### config.mk
export PLATFORM = sky130hd
export DESIGN_NAME = req_grant_sched
export DESIGN_NICKNAME = d
export VERILOG_FILES = /design/src/rtl/req_grant_sched.sv
export SDC_FILE = /design/constraint.sdc
export NUM_CORES = 1
export LEC_CHECK = 0
export CELL_PAD_IN_SITES_DETAIL_PLACEMENT = 1
export CELL_PAD_IN_SITES_GLOBAL_PLACEMENT = 1
export CORE_AREA = 8 8 87 89
export CTS_BUF_LIST = sky130_fd_sc_hd__clkbuf_8
export CTS_CLUSTER_DIAMETER = 120
export CTS_CLUSTER_SIZE = 24
export DETAILED_ROUTE_END_ITERATION = 8
export DIE_AREA = 0 0 95 97
export PLACE_DENSITY_LB_ADDON = 0.1
export SYNTH_ARGS = -nofsm -noshare
export SYNTH_HDL_FRONTEND = slang
export SYNTH_SLANG_ARGS = --single-unit
### constraint.sdc
create_clock -name clk -period 2.7 [get_ports clk]
set_clock_uncertainty 0.15 [all_clocks]
set_input_delay 0.54 -clock clk [delete_from_list [all_inputs] [get_ports clk]]
set_output_delay 0.54 -clock clk [all_outputs]
set_load 0.005 [all_outputs]
### src/rtl/req_grant_sched.sv
// Round-robin request/grant scheduler with a bounded grant window [MIN_LAT, MAX_LAT]
// after the request sample; flags a timeout if the resource never becomes ready.
//
// state | meaning
// IDLE  | waiting for any req; picks winner by rotating priority
// WAIT  | winner chosen, counting toward the grant window
// DONE  | one cycle with gnt or timeout_err high; req not sampled
module req_grant_sched #(
  parameter int N       = 4,
  parameter int MIN_LAT = 3,
  parameter int MAX_LAT = 5,
  parameter int CW      = 16
) (
  input  logic                 clk,
  input  logic                 rst,
  input  logic [N-1:0]         req,
  input  logic                 res_ready,
  output logic [N-1:0]         gnt,
  output logic [$clog2(N)-1:0] gnt_id,
  output logic                 busy,
  output logic                 timeout_err,
  output logic [CW-1:0]        grant_count,
  output logic [CW-1:0]        timeout_count
);

  localparam int IW   = $clog2(N);
  localparam int CNTW = $clog2(MAX_LAT + 1);

  typedef enum logic [1:0] {IDLE, WAIT, DONE} state_t;

  state_t          state_q, state_d;
  logic [IW-1:0]   ptr_q, ptr_d;
  logic [CNTW-1:0] cnt_q, cnt_d;
  logic [IW-1:0]   id_d, win, idx, ptr_after;
  logic [N-1:0]    gnt_d;
  logic            to_d, busy_d, found, grant_inc, timeout_inc;

  // First requester at or above ptr, wrapping modulo N.
  always_comb begin
    win   = ptr_q;
    idx   = '0;
    found = 1'b0;
    for (int i = 0; i < N; i++) begin
      idx = IW'((int'(ptr_q) + i) % N);
      if (!found && req[idx]) begin
        win   = idx;
        found = 1'b1;
      end
    end
  end

  assign ptr_after = (gnt_id == IW'(N - 1)) ? '0 : gnt_id + IW'(1);

  always_comb begin
    state_d     = state_q;
    ptr_d       = ptr_q;
    cnt_d       = cnt_q;
    id_d        = gnt_id;
    gnt_d       = '0;
    to_d        = 1'b0;
    grant_inc   = 1'b0;
    timeout_inc = 1'b0;
    case (state_q)
      IDLE: begin
        if (|req) begin
          id_d    = win;
          cnt_d   = CNTW'(1);
          state_d = WAIT;
        end
      end
      WAIT: begin
        if (!req[gnt_id]) begin
          state_d = IDLE;
          cnt_d   = '0;
        end else if (cnt_q >= CNTW'(MIN_LAT - 1) && res_ready) begin
          gnt_d[gnt_id] = 1'b1;
          state_d       = DONE;
          ptr_d         = ptr_after;
          grant_inc     = 1'b1;
        end else if (cnt_q == CNTW'(MAX_LAT - 1)) begin
          to_d        = 1'b1;
          state_d     = DONE;
          ptr_d       = ptr_after;
          timeout_inc = 1'b1;
        end else begin
          cnt_d = cnt_q + CNTW'(1);
        end
      end
      DONE: begin
        state_d = IDLE;
        cnt_d   = '0;
      end
      default: state_d = IDLE;
    endcase
    busy_d = (state_d != IDLE);
  end

  always_ff @(posedge clk) begin
    if (rst) begin
      state_q       <= IDLE;
      ptr_q         <= '0;
      cnt_q         <= '0;
      gnt_id        <= '0;
      gnt           <= '0;
      timeout_err   <= 1'b0;
      busy          <= 1'b0;
      grant_count   <= '0;
      timeout_count <= '0;
    end else begin
      state_q     <= state_d;
      ptr_q       <= ptr_d;
      cnt_q       <= cnt_d;
      gnt_id      <= id_d;
      gnt         <= gnt_d;
      timeout_err <= to_d;
      busy        <= busy_d;
      // Saturate rather than wrap.
      if (grant_inc && grant_count != '1)
        grant_count <= grant_count + CW'(1);
      if (timeout_inc && timeout_count != '1)
        timeout_count <= timeout_count + CW'(1);
    end
  end

endmodule

==> results.rst <==
.. list-table::
   :header-rows: 1

   * - Metric
     - Value
   * - DRT iter0 DRCs
     - 50
   * - Wire length on met3
     - approximately 260 um
   * - Ratio of final minimum period to clock period
     - 90.2%
   * - Diodes inserted
     - 0
   * - Xor-xnor portion of the synthesized cell area
     - 3.61%
   * - Area of the core
     - 6200 um^2
   * - Cell chosen for the clock root
     - clkbuf_8
   * - # rows
     - 29
   * - Count of endpoints failing hold in the final timing report
     - 0
   * - Total wire length after detailed routing
     - 7070 um
   * - Final core occ
     - 51.7%
   * - Area of the mapped netlist
     - 2420 um^2
   * - Dominant combinational cell family by area after synthesis
     - simple AND/OR/NAND/NOR gates
   * - Worst-margin pin slew
     - roughly 0.46 ns
   * - Routed length on met2
     - 3530 um
   * - Critical path startpoint category
     - input port
   * - Static leakage
     - 1.09 nW
   * - Worst-path maximum fanout
     - 9
   * - Number of vias in the routed layout
     - ~2,400
   * - Largest net degree at the start of global routing
     - 44
   * - Aggregate global routing overflow
     - 0
   * - Setup repair after global routing missed its margin
     - false
   * - Portion of the post-synthesis area used by sequential elements
     - 38.8%
   * - Clock transition time at the flip-flop clock pins of the worst setup and hold paths
     - 0.09 ns
   * - Post-route setup TNS
     - 0 ns
   * - Last weighted congestion value of the routability-driven placer
     - 0.774
   * - Compound-Gate Fraction of Synth Area
     - 17.3%
   * - Number of max-slew violations in the final report
     - 0
   * - I/O pin count
     - 47
   * - Global-route usage over all layers
     - 15.3%
   * - Total of endpoints with negative setup slack in the final report
     - 0
   * - Fraction of final layout cells sized beyond drive strength 1
     - 10.9%
   * - Number of maximum-capacitance constraint violations
     - 0
   * - Initial antenna violation count
     - 0
   * - CP Capture Type
     - register
   * - Library cells used by synthesis
     - 47
   * - Die width
     - around 95 um
   * - Half-perimeter wire length of the detailed placement result
     - 5400 um
   * - Relative max-transition margin
     - between 60 and 70%
   * - Count of buffers added by post-CTS timing repair for setup
     - 0
   * - Drt wl/cell
     - 16.2 um
   * - Total number of nets in the final design
     - 376
   * - Synthesized instance count
     - 291
   * - Mapped Nets
     - slightly above 300
   * - Outcome
     - finished clean
   * - Count of buffers inserted at the top-level ports
     - 46
   * - Library cell occupying the most area in the post-synthesis netlist
     - dfxtp_1
   * - #FFs+latches synth
     - 47
   * - Portion of synthesized cell area occupied by the leading cell type
     - 38.8%
   * - Global-route wire length before repair
     - 11,600 um
   * - Wire length on met1
     - 3220 um
   * - Kind of critical path
     - in -> reg
   * - Dominant cells by area after synthesis
     - dfxtp_1, a21oi_1, ha_1
   * - EDFF count, synth
     - 0
   * - Drt first pass iters
     - 4
   * - Antenna-violating nets left
     - 0
   * - FMAX
     - 0.411 GHz
   * - Die span in y
     - 97 um
   * - Syn_area_per_cell
     - ~8.3 um^2
   * - Initial Util
     - 39.1%
   * - Required @ worst endpoint
     - 2.78 ns
   * - Minimum clock period
     - ~2.4 ns
   * - Uppermost layer routed
     - met4
   * - Yosys warnings
     - 0
   * - Total die area
     - 9220 um^2
   * - P per Cell Area
     - 394 nW/um^2
   * - Most used DFF post-synth
     - dfxtp_1
   * - Synthesized-area fraction occupied by adder cells
     - 5.68%
   * - Number of clock sinks seen by CTS
     - 47
   * - Via count of the first global-routing pass
     - 2,475
   * - Mean number of vias per cell
     - approximately 5.6
   * - Max clock buf depth
     - 2
   * - Share of async-settable or async-resettable flops after synthesis
     - 0%
   * - CTS tree
     - built
   * - Peak supply drop
     - 0.000219 V
   * - Drc violations
     - 0
   * - Cts bufs inserted
     - 5
   * - Multiplexer share of the synthesized area
     - 2.63%
   * - Simple logic cell fraction of the synthesized area
     - between 20 and 30%
   * - Quantity of hold-fixing buffers added after cts
     - 0
   * - Area growth from synthesis to layout
     - 32.3%
   * - Class of the most critical hold timing path
     - reg -> reg
   * - Worst skew pair latency
     - 0.30 ns
   * - Filler Cells Inserted
     - between 700 and 800
   * - Arrival time of the worst setup path
     - about 2.5 ns
   * - H-tree level count
     - 2
   * - Number of cells upsized or downsized after cts
     - 0
Yosys cell counts (2+ instances only):
cell	n
and2_1	7
clkbuf_1	6
ha_1	11
mux2_2	2
nor4_1	10
nor2b_1	5
nand2b_1	4
o211ai_1	2
o31ai_1	5
xor2_1	3
nand4b_1	3
or4_1	3
and3_1	2
mux2i_1	3
or2_2	6
nand2_1	18
nor3_1	4
or3_1	12
o21ai_0	17
dfxtp_1	47
nor2_1	26
nand3b_1	2
nand4_1	14
o2111ai_1	2
nand3_1	7
buf_2	2
xnor2_1	7
a21oi_1	30
inv_1	13
final timing paths:
path / from / endpoint / slack (ns) / depth (start not counted)
worst max-delay path: req[2] / timeout_count[7] / 0.27 / 6
worst max register to register: timeout_count[0] / timeout_count[3] / 0.29 / 6
worst min register to register: ptr_q[0] / ptr_q[0] / 0.37 / 2
worst min-delay path: ptr_q[0] / ptr_q[0] / 0.37 / 2
layer usage:
metal,up-vias,GRT usage [%]
li1,1199,-
met1,1186,18.0
met2,41,27.4
met3,8,3.01
met4,0,3.61
met5,-,0
kinds of logic after synthesis:
logic type | after synthesis
xor gates and xnor gates | 10
and+or+nand+nor | 127
AOI/OAI and AO/OA | 69
adders and majority gates | 11
buffers and inverters | 21
muxes | 6
DFF | 47
report_power, final:
part	internal, mW	leakage (nW)	switching [mW]
sequential	0.702	0.380	0.00870
clock	0.175	0.0505	0.239
combinational	0.0677	0.663	0.0712
cells in the final DEF, fill, tap and decap left out, types with 5 or more instances in the layout:
master	synthesis	layout
o31ai_1	5	5
buf_4	0	21
clkbuf_8	0	5
ha_1	11	11
a21oi_1	30	30
nor2_1	26	26
nand2_1	18	18
xnor2_1	7	7
nor2b_1	5	5
o21ai_0	17	17
nor4_1	10	10
clkdlybuf4s50_1	0	46
inv_1	13	15
or2_2	6	6
and2_1	7	7
nand3_1	7	7
dfxtp_1	47	47
nand4_1	14	14
or3_1	12	12
area by class of cell:
class | count | area, um^2 | area share [%]
Clock buffer | 5 | 68.8 | 2.15
Clock inverter | 3 | 12.5 | 0.390
Inverter | 13 | 48.8 | 1.52
Multi-Input combinational cell | 223 | 1400 | 43.7
Sequential cell | 47 | 941 | 29.3
Tap cell | 77 | 96.3 | 3.00
Timing Repair Buffer | 68 | 638 | 19.9
state kept, by name (all words and copies together), names as in the netlist:
signal	cells
busy	1
ptr_q	2
timeout_count	16
timeout_err	1
state_q	2
cnt_q	3
gnt_id	2
grant_count	16
gnt	4
through the flow:
step | setup WS [ns] | instances | hold slack (ns) | total power, mW | instance area [um^2]
2_1_floorplan | 0.605 | 291 | 0.308 | 0.797 | 2420
3_3_place_gp | 0.0125 | 428 | 0.328 | 0.863 | 3130
3_5_place_dp | -0.0261 | 428 | 0.352 | 0.868 | 3130
4_1_cts | 0.253 | 436 | 0.366 | 1.29 | 3210
5_1_grt | 0.140 | 436 | 0.400 | 1.32 | 3210
6_report | 0.266 | 436 | 0.366 | 1.26 | 3210
worst max-delay path, stage by stage:
cell,delay (ns)
clkdlybuf4s50_1,0.48
mux2i_1,0.09
o22a_1,0.27
or3_1,0.53
or4_1,0.44
a21oi_1,0.17
Power figures use the tool's default switching activity.
